--- config.mk ---
export PLATFORM = sky130hd
export DESIGN_NAME = round_pack_fp_r4
export DESIGN_NICKNAME = d
export VERILOG_FILES = /design/src/rtl/fp_round_pkg.sv /design/src/rtl/round_incr_fp.sv /design/src/rtl/round_pack_fp_r4.sv
export SDC_FILE = /design/constraint.sdc
export NUM_CORES = 1
export LEC_CHECK = 0
export CORE_ASPECT_RATIO = 0.8
export CORE_MARGIN = 4
export CORE_UTILIZATION = 51
export DETAILED_ROUTE_END_ITERATION = 7
export GPL_TIMING_DRIVEN = 1
export PLACE_DENSITY_LB_ADDON = 0.2
export SLEW_MARGIN = 15
export SYNTH_ARGS = -nofsm -noshare
export SYNTH_HDL_FRONTEND = slang
export SYNTH_SLANG_ARGS = --single-unit
--- constraint.sdc ---
create_clock -name clk -period 5.2 [get_ports clk]
set_clock_uncertainty 0.15 [all_clocks]
set_input_delay 1.04 -clock clk [delete_from_list [all_inputs] [get_ports clk]]
set_output_delay 1.04 -clock clk [all_outputs]
set_load 0.01 [all_outputs]
--- src/rtl/fp_round_pkg.sv ---
// fp_round_pkg: shared types and constants for the FP round/pack stage.
package fp_round_pkg;

  typedef enum logic [2:0] {
    RM_RNE = 3'b000,
    RM_RTZ = 3'b001,
    RM_RDN = 3'b010,
    RM_RUP = 3'b011,
    RM_RMM = 3'b100
  } rm_e;

  localparam int unsigned FFLAG_NX = 0;
  localparam int unsigned FFLAG_UF = 1;
  localparam int unsigned FFLAG_OF = 2;
  localparam int unsigned FFLAG_DZ = 3;
  localparam int unsigned FFLAG_NV = 4;

  localparam logic [31:0] FP32_INF = 32'h7F80_0000;
  localparam logic [31:0] FP32_MAX = 32'h7F7F_FFFF;

  // Width-independent part of an incoming beat
  typedef struct packed {
    logic        sign;
    logic [2:0]  grs;
    logic [2:0]  rm;
    logic        special;
    logic        special_nv;
    logic [31:0] special_val;
  } ctrl_t;

endpackage

--- src/rtl/round_incr_fp.sv ---
// round_incr_fp: round-up decision and inexact detection from sign, lsb, GRS and rm.
// Reserved rm encodings behave as round-to-nearest-even.
module round_incr_fp
  import fp_round_pkg::*;
(
  input  logic       sign,
  input  logic       lsb,
  input  logic [2:0] grs,
  input  logic [2:0] rm,
  output logic       inc,
  output logic       inexact
);

  // Increment decision per rounding mode
  always_comb begin
    inexact = |grs;
    inc     = 1'b0;
    case (rm)
      RM_RTZ:  inc = 1'b0;
      RM_RDN:  inc = sign & inexact;
      RM_RUP:  inc = ~sign & inexact;
      RM_RMM:  inc = grs[2];
      default: inc = grs[2] & (grs[1] | grs[0] | lsb);
    endcase
  end

endmodule

--- src/rtl/round_pack_fp_r4.sv ---
// round_pack_fp_r4: applies rounding to a normalized FP add/sub result, renormalizes on
// mantissa carry, handles overflow/underflow and packs binary32 plus fflags.
// Two registered stages (capture, pack) with a valid/ready chain.
// Optional FP_ROUND_SKID_EN: one-entry input skid so in_ready comes from a flop.
module round_pack_fp_r4
  import fp_round_pkg::*;
#(
  parameter int unsigned MAN_W   = 23,
  parameter int unsigned EXP_W   = 10,
  parameter int unsigned EXP_MAX = 255
) (
  input  logic             clk,
  input  logic             reset,
  input  logic             in_valid,
  output logic             in_ready,
  input  logic             in_sign,
  input  logic [MAN_W-1:0] in_mant,
  input  logic [EXP_W-1:0] in_exp,
  input  logic [2:0]       in_grs,
  input  logic             in_underflow,
  input  logic [2:0]       in_rm,
  input  logic             in_special,
  input  logic [31:0]      in_special_val,
  input  logic             in_special_nv,
  output logic             out_valid,
  input  logic             out_ready,
  output logic [31:0]      out_result,
  output logic [4:0]       out_fflags
);

  localparam int unsigned PEXP_W = 31 - MAN_W;
  localparam int unsigned XE_W   = EXP_W + 1;

  // Underflow is decided after rounding, so the normalizer's hint is not needed
  logic unused_in_underflow;
  assign unused_in_underflow = in_underflow;

  ctrl_t            in_ctrl;
  logic             s1_valid, s1_adv, s2_adv, accept, src_valid;
  logic [MAN_W-1:0] src_mant, s1_mant;
  logic [EXP_W-1:0] src_exp, s1_exp;
  ctrl_t            src_ctrl, s1_ctrl;

  assign in_ctrl = '{sign: in_sign, grs: in_grs, rm: in_rm, special: in_special,
                     special_nv: in_special_nv, special_val: in_special_val};

  assign s2_adv = ~out_valid | out_ready;
  assign s1_adv = ~s1_valid | s2_adv;

`ifdef FP_ROUND_SKID_EN
  logic             skid_valid, skid_valid_nxt, in_ready_q;
  logic [MAN_W-1:0] skid_mant;
  logic [EXP_W-1:0] skid_exp;
  ctrl_t            skid_ctrl;

  assign in_ready  = in_ready_q;
  assign accept    = in_valid & in_ready_q;
  assign src_valid = skid_valid | accept;
  assign src_mant  = skid_valid ? skid_mant : in_mant;
  assign src_exp   = skid_valid ? skid_exp  : in_exp;
  assign src_ctrl  = skid_valid ? skid_ctrl : in_ctrl;

  // Skid fills when a beat is accepted while S1 is blocked, drains when S1 advances
  always_comb begin
    skid_valid_nxt = skid_valid;
    if (skid_valid && s1_adv)
      skid_valid_nxt = 1'b0;
    else if (!skid_valid && accept && !s1_adv)
      skid_valid_nxt = 1'b1;
  end

  // Skid storage and registered ready
  always_ff @(posedge clk or posedge reset) begin
    if (reset) begin
      skid_valid <= 1'b0;
      in_ready_q <= 1'b1;
      skid_mant  <= '0;
      skid_exp   <= '0;
      skid_ctrl  <= '0;
    end else begin
      skid_valid <= skid_valid_nxt;
      in_ready_q <= ~skid_valid_nxt;
      if (accept && !s1_adv) begin
        skid_mant <= in_mant;
        skid_exp  <= in_exp;
        skid_ctrl <= in_ctrl;
      end
    end
  end
`else
  assign in_ready  = s1_adv;
  assign accept    = in_valid & s1_adv;
  assign src_valid = accept;
  assign src_mant  = in_mant;
  assign src_exp   = in_exp;
  assign src_ctrl  = in_ctrl;
`endif

  // S1: capture the incoming beat
  always_ff @(posedge clk or posedge reset) begin
    if (reset) begin
      s1_valid <= 1'b0;
      s1_mant  <= '0;
      s1_exp   <= '0;
      s1_ctrl  <= '0;
    end else if (s1_adv) begin
      s1_valid <= src_valid;
      if (src_valid) begin
        s1_mant <= src_mant;
        s1_exp  <= src_exp;
        s1_ctrl <= src_ctrl;
      end
    end
  end

  logic inc, nx;

  round_incr_fp u_incr (
    .sign    (s1_ctrl.sign),
    .lsb     (s1_mant[0]),
    .grs     (s1_ctrl.grs),
    .rm      (s1_ctrl.rm),
    .inc     (inc),
    .inexact (nx)
  );

  logic [MAN_W:0]   m_rnd;
  logic [XE_W-1:0]  exp_fin;
  logic             ovf;
  logic [31:0]      res_nxt;
  logic [4:0]       flags_nxt;

  // Round, renormalize on carry, detect overflow/underflow and pack
  always_comb begin
    m_rnd   = {1'b0, s1_mant} + (MAN_W+1)'(inc);
    exp_fin = {1'b0, s1_exp};
    if (m_rnd[MAN_W])
      exp_fin = (s1_exp == '0) ? XE_W'(1) : exp_fin + XE_W'(1);
    ovf = (exp_fin >= XE_W'(EXP_MAX));

    flags_nxt           = '0;
    flags_nxt[FFLAG_NX] = nx | ovf;
    flags_nxt[FFLAG_OF] = ovf;
    flags_nxt[FFLAG_UF] = nx & (exp_fin == '0);
    flags_nxt[FFLAG_DZ] = 1'b0;

    res_nxt = {s1_ctrl.sign, exp_fin[PEXP_W-1:0], m_rnd[MAN_W-1:0]};
    if (ovf) begin
      case (s1_ctrl.rm)
        RM_RTZ:  res_nxt = {s1_ctrl.sign, FP32_MAX[30:0]};
        RM_RDN:  res_nxt = s1_ctrl.sign ? {1'b1, FP32_INF[30:0]} : {1'b0, FP32_MAX[30:0]};
        RM_RUP:  res_nxt = s1_ctrl.sign ? {1'b1, FP32_MAX[30:0]} : {1'b0, FP32_INF[30:0]};
        default: res_nxt = {s1_ctrl.sign, FP32_INF[30:0]};
      endcase
    end

    if (s1_ctrl.special) begin
      res_nxt             = s1_ctrl.special_val;
      flags_nxt           = '0;
      flags_nxt[FFLAG_NV] = s1_ctrl.special_nv;
    end
  end

  // S2: registered result, held while the consumer stalls
  always_ff @(posedge clk or posedge reset) begin
    if (reset) begin
      out_valid  <= 1'b0;
      out_result <= '0;
      out_fflags <= '0;
    end else if (s2_adv) begin
      out_valid <= s1_valid;
      if (s1_valid) begin
        out_result <= res_nxt;
        out_fflags <= flags_nxt;
      end
    end
  end

endmodule

# --- Yosys cells after proc, flatten, opt, wreduce, memory -nomap -nowiden ---
# Index checks and enable logic that the tools add are counted.
totals:
  regBits: 113
  inputBits: 79
  out_inout_bits: 39
  wordCells: 46
classes:
  add_sub_neg: 2
  n_lt_le_gt_ge: 1
  eq_ne: 4
  muxes: 9
  n_bitwise: 13
  reduce_logical: 5
ops:
  columns: ["cell", "n"]
  rows:
  - ["$mux W32", 4]
  - ["$pmux W32 S3", 1]
  - ["$add A23 B1 Y24", 1]
  - ["$mux W11", 2]
  - ["$add A10 B1 Y11 const B", 1]
  - ["$ge A11 B8 Y1 const B", 1]
  - ["$logic_not A11 Y1", 1]
  - ["$logic_not A10 Y1", 1]
  - ["$eq A3 B2 Y1 const B", 2]
  - ["$and A1 B1 Y1", 5]
  - ["$mux W5", 1]
  - ["$or A1 B1 Y1", 5]
  - ["$pmux W1 S4", 1]
  - ["$reduce_and A2 Y1", 2]
  - ["$eq A3 B1 Y1 const B", 1]
  - ["$eq A3 B3 Y1 const B", 1]
  - ["$not A1 Y1", 3]
  - ["$reduce_or A3 Y1", 1]

# --- Longest topological paths before layout ---
logic_depth:
  ltp_word: 9
  ltp_mapped: 14
  ltp_nobuf: 12

# --- Modules after synthesis ---
# From an unflattened synthesis, not the netlist that was laid out.
hier_totals:
  cells_unflattened: 483
  hier_area_um2: 5525.3
by_module_without_submodules:
  columns: ["mod", "n_inst", "cells_each", "area_each_um2", "seq_area_each_um2"]
  rows:
  - ["round_pack_fp_r4", 1, 474, 5466.5, 2802.7]
  - ["round_incr_fp", 1, 9, 58.8, 0.0]

# --- Worst setup path after synthesis ---
# No wires, ideal clock.
synth_path:
  kind: "reg-to-reg"
  start: "register s1_ctrl[34] in the netlist's numbering"
  end: "register out_fflags[0]"
  setup_time_ps: 64
  t_arrival_ps: 3022
  t_required_ps: 4986
  setup_slack_ps: 1964
  path_stages_with_launch: 15
  path_buffers: 2
  synth_period_minus_slack_ps: 3236
  cell_sequence: "dfrtp_1 and3b_1 ha_1 nand3b_1 o22ai_1 ha_1 nand3_1 or4_4 nor4_4 mux2_4 o31a_1 buf_6 buf_6 a211oi_2 a21o_1"
synth_via:
  elab_chain_cells: 7
  elab_cells_between_ends: 10
  cone_classes: "add/sub: 1; order compare: 1; eq/ne: 4; mux: 3; bitwise: 1"
synth_rtl:
  columns: ["element", "line", "source"]
  rows:
  - ["start, declared", "round_pack_fp_r4.sv:42", "ctrl_t src_ctrl, s1_ctrl;"]
  - ["start signal, assigned", "round_pack_fp_r4.sv:111", "s1_ctrl <= src_ctrl;"]
  - ["$eq A3 B3 Y1 (tied with other cells)", "round_incr_fp.sv:18", "case (rm)"]
  - ["$pmux W1 S4 *", "round_incr_fp.sv:18", null]
  - ["$add A23 B1 Y24 *", "round_pack_fp_r4.sv:135", "m_rnd = {1'b0, s1_mant} + (MAN_W+1)'(inc);"]
  - ["$mux W11 *", "round_pack_fp_r4.sv:137", "if (m_rnd[MAN_W])"]
  - ["$ge A11 B8 Y1 *", "round_pack_fp_r4.sv:139", "ovf = (exp_fin >= XE_W'(EXP_MAX));"]
  - ["$or A1 B1 Y1 *", "round_pack_fp_r4.sv:142", "flags_nxt[FFLAG_NX] = nx | ovf;"]
  - ["$mux W5 *", "round_pack_fp_r4.sv:157", "if (s1_ctrl.special) begin"]
  - ["end signal, assigned", "round_pack_fp_r4.sv:174", "out_fflags <= flags_nxt;"]
  - ["end, declared", "round_pack_fp_r4.sv:28", "output logic [4:0] out_fflags"]
# Mark *: on every way between the ends. The rest lies on a longest branch, timed or not.
# A chain may end at the register's enable or synchronous reset.

# --- Worst setup path after layout ---
layout_path:
  start: "register s1_ctrl[36] in the netlist's numbering"
  end: "register out_result[11]"
layout_via:
  elab_chain_cells: 7
  elab_cells_between_ends: 11
  cone_classes: "add/sub: 1; order compare: 1; eq/ne: 4; mux: 5"
layout_rtl:
  columns: ["element", "line", "source"]
  rows:
  - ["$eq A3 B3 Y1 (tied with other cells)", "round_incr_fp.sv:18", null]
  - ["$pmux W1 S4", "round_incr_fp.sv:18", null]
  - ["$add A23 B1 Y24", "round_pack_fp_r4.sv:135", null]
  - ["$mux W11", "round_pack_fp_r4.sv:137", null]
  - ["$ge A11 B8 Y1", "round_pack_fp_r4.sv:139", null]
  - ["$mux W32 *", "round_pack_fp_r4.sv:148", "if (ovf) begin"]
  - ["$mux W32 *", "round_pack_fp_r4.sv:157", null]
  - ["end signal, assigned", "round_pack_fp_r4.sv:173", "out_result <= res_nxt;"]
  - ["end, declared", "round_pack_fp_r4.sv:27", "output logic [31:0] out_result,"]
# Marked as above.

==> metrics.md <==
| Metric | Value |
|---|---|
| Status | `finished, final reports clean` |
| Worst Hold Class | `reg2reg` |
| Final HPWL from detailed placement | `9442 um` |
| Hold_buf cts | `0` |
| Crit-path max FO | `12` |
| Buf/Inv on CP | `1` |
| Core box area | `10490 um2` |
| Die Y | `101.6 um` |
| Leak pwr | `0.002866 uW` |
| GRT Overall Usage | `21.09%` |
| Share of flip-flops with an asynchronous set or reset | `100.0%` |
| Synth area leaders | `dfrtp_1, mux2_2, a21oi_2, nand3b_1, nand2_1` |
| Fin crit share | `78.42%` |
| Setup slack after layout | `1122 ps` |
| Area of the multi-input gates | `2636 um2` |
| Via density per instance | `5.608` |
| Cells along the critical path | `and3b_1 -> ha_1 -> nand3b_1 -> o22ai_1 -> ha_1 -> nand3_1 -> or4_4 -> nor4_4 -> mux2_4 -> o31ai_2 -> a21oi_2 -> buf_4 -> a21oi_2` |
| Synth Flop Type | `dfrtp_1` |
| Top-count cell post-synth | `dfrtp_1` |
| WL/cell | `17.65 um` |
| Fill count | `794` |
| # setup viols final | `0` |
| Post-synth cell types | `49` |
| GR Layer Usage met1 | `31.31%` |
| Starting density of the core | `53.30%` |
| Clock Latency Late Sink | `340 ps` |
| I/O pins | `118` |
| Inserted Clock Buffers | `9` |
| Peak VDD IR | `0.2571 mV` |
| Crit path kind | `reg2reg` |
| Yosys reg bits | `112` |
| GRT overflow | `0` |
| Global-route wire length before repair | `21390 um` |
| Worst Path Required | `5280 ps` |
| P per Cell Area | `368.3 nW/um2` |
| Slowest-stage cell, CP | `a21oi_2` |
| Shortest period the worst path allows | `4078 ps` |
| Final ANT Viol Nets | `0` |
| Syn_nets | `572` |
| Clock slew at reported path FFs | `70 ps` |
| Final-report hold violation count | `0` |
| 1st-pass router iterations | `4` |
| Post-Place Setup Slack | `1174 ps` |
| Number of DRC markers in iteration 0 | `276` |
| Max Cap Viol | `0` |
| Final wirelength | `13040 um` |
| Clk sinks | `112` |
| M2 GR Usage | `31.93%` |
| Hold depth | `2` |
| FMAX | `0.2452 GHz` |
| Number of synthesized flops with an enable pin | `0` |
| Routability congestion estimate from global placement | `0.8575` |
| Top Usage Layer GRT | `met2` |
| Antenna Cells | `0` |
| Avg Cell Area, Syn | `11.46 um2` |
| Netlist Area Pre-Place | `5590 um2` |
| RSZ-0062 raised after global routing | `false` |
| I/O Buffers | `115` |
| Post-synth top cells | `dfrtp_1, mux2_2, nand2_1` |
| Part of the Yosys area used for sequential elements | `50.13%` |
| Slew HR | `32.00%` |
| Vias in the first global route | `4168` |
| Cell taking the most area after synthesis | `dfrtp_1` |
| Std cell rows | `33` |
| Die W | `125.1 um` |
| CTS max path bufs | `2` |
| CTS tree | `yes` |
| Post-CTS sizing | `0` |
| Initial antenna violation count | `0` |
| Syn Inst Count | `488` |
| Register area | `2803 um2` |
| # nets final | `678` |
| Crit path depth | `13` |
| Crit path max-delay family | `simple AND/OR/NAND/NOR gates` |
| Post-synth top area share | `50.13%` |
| Layout cells sized above 1 | `21.70%` |
| Max incr delay on CP | `670 ps` |
| Via count | `4144` |
| Area grow syn2layout | `28.38%` |
| Synth warn | `0` |
| Worst-Margin Slew | `1020 ps` |
| Root Driver | `clkbuf_16` |
| Met3 usage | `4.850%` |
| # H-tree levels | `3` |
| Fin Setup TNS | `0 ps` |
| Pin count of the biggest net entering global routing | `75` |
| CP arrival | `4160 ps` |
| Slew Viols, Final | `0` |
| Post-CTS Setup Bufs | `0` |
| CP endpoint kind | `register` |
| Die area | `12710 um2` |
| Post-route DRC violation count | `0` |
| Startpoint types | `register` |
| FF-to-FF path depth | `13` |
## metal layers
layer  vias up  share of wire (%)
li1       1955                  -
met1      2058                 50
met4         0               0.68
met3        11                5.0
met2       120                 44
met5         -                  0
## per-stage QoR
stage / hold slack [ps] / instance area [um2] / power [uW] / std cells / utilization, %
after floorplan: 319.9 / 5590 / 1556 / 488 / -
after global placement: 305.7 / 6839 / 1869 / 723 / 65.21
after detailed placement: 309.3 / 6839 / 1894 / 723 / 65.21
after CTS: 325.5 / 7177 / 2660 / 739 / 68.43
after global routing: 345.0 / 7177 / 2773 / 739 / 68.43
final: 327.1 / 7177 / 2643 / 739 / 68.43
## path summary, 6_finish.rpt
check                                     startpoint                    endpoint  slack, ps
max in group asynchronous                      reset   out_result[1]$_DFFE_PP0P_       3080
max reg2reg                  s1_ctrl[36]$_DFFE_PP0P_  out_result[11]$_DFFE_PP0P_       1120
min in group asynchronous                      reset      s1_mant[2]$_DFFE_PP0P_        910
min                        out_fflags[4]$_DFFE_PP0P_   out_fflags[4]$_DFFE_PP0P_        330
max                          s1_ctrl[36]$_DFFE_PP0P_  out_result[11]$_DFFE_PP0P_       1120
min reg2reg                out_fflags[4]$_DFFE_PP0P_   out_fflags[4]$_DFFE_PP0P_        330
## flip-flops by register name (all words and copies together) (netlist names)
signal / count
out_valid: 1
s1_valid: 1
out_fflags: 4
s1_mant: 23
s1_ctrl: 41
out_result: 32
s1_exp: 10
## where the power goes
group / internal (uW) / switching (uW)
clock: 453 / 314
sequential: 1040 / 138
combinational: 388 / 315
total: 1880 / 766
## final cells by class
cell class	count	area share [%]
repair buffers	122	16.77
well taps	140	2.441
flip-flops and latches	112	39.05
clock inverters	5	1.185
inverters	5	0.2964
clock buffers	11	3.522
multi-input cells	344	36.73
## placed cells by master (no fill, tap or decap), types with 12 or more instances in the layout
cell type and instances:
a21oi_1 12, xnor2_1 18, dfrtp_1 112, nand2_1 44, nand3b_1 24, mux2_2 74, o21ai_0 30, nand2b_1 13
clkdlybuf4s50_1 115, a21oi_2 21, nand3_1 17
## kinds of logic (layout without fill, tap and decap cells)
family / count (synthesis) / count (layout) / synth area share (%)
AO/OA/AOI/OAI: 77 / 77 / 9.176
multiplexers: 81 / 81 / 16.25
buffers and inverters: 32 / 143 / 2.842
other: 1 / 1 / 0.06708
flip-flops: 112 / 112 / 50.13
XOR/XNOR: 28 / 28 / 4.387
AND/OR/NAND/NOR: 152 / 152 / 16.03
adder cells (fa/ha/maj): 5 / 5 / 1.119
## worst reg2reg max path, stage by stage (launching register included)
cell and delay, ps:
dfrtp_1 420, and3b_1 220, ha_1 280, nand3b_1 80, o22ai_1 130, ha_1 240, nand3_1 130, or4_4 550
nor4_4 260, mux2_4 250, o31ai_2 130, a21oi_2 670, buf_4 370, a21oi_2 80
Note: power is estimated with default switching activity, not from simulation.
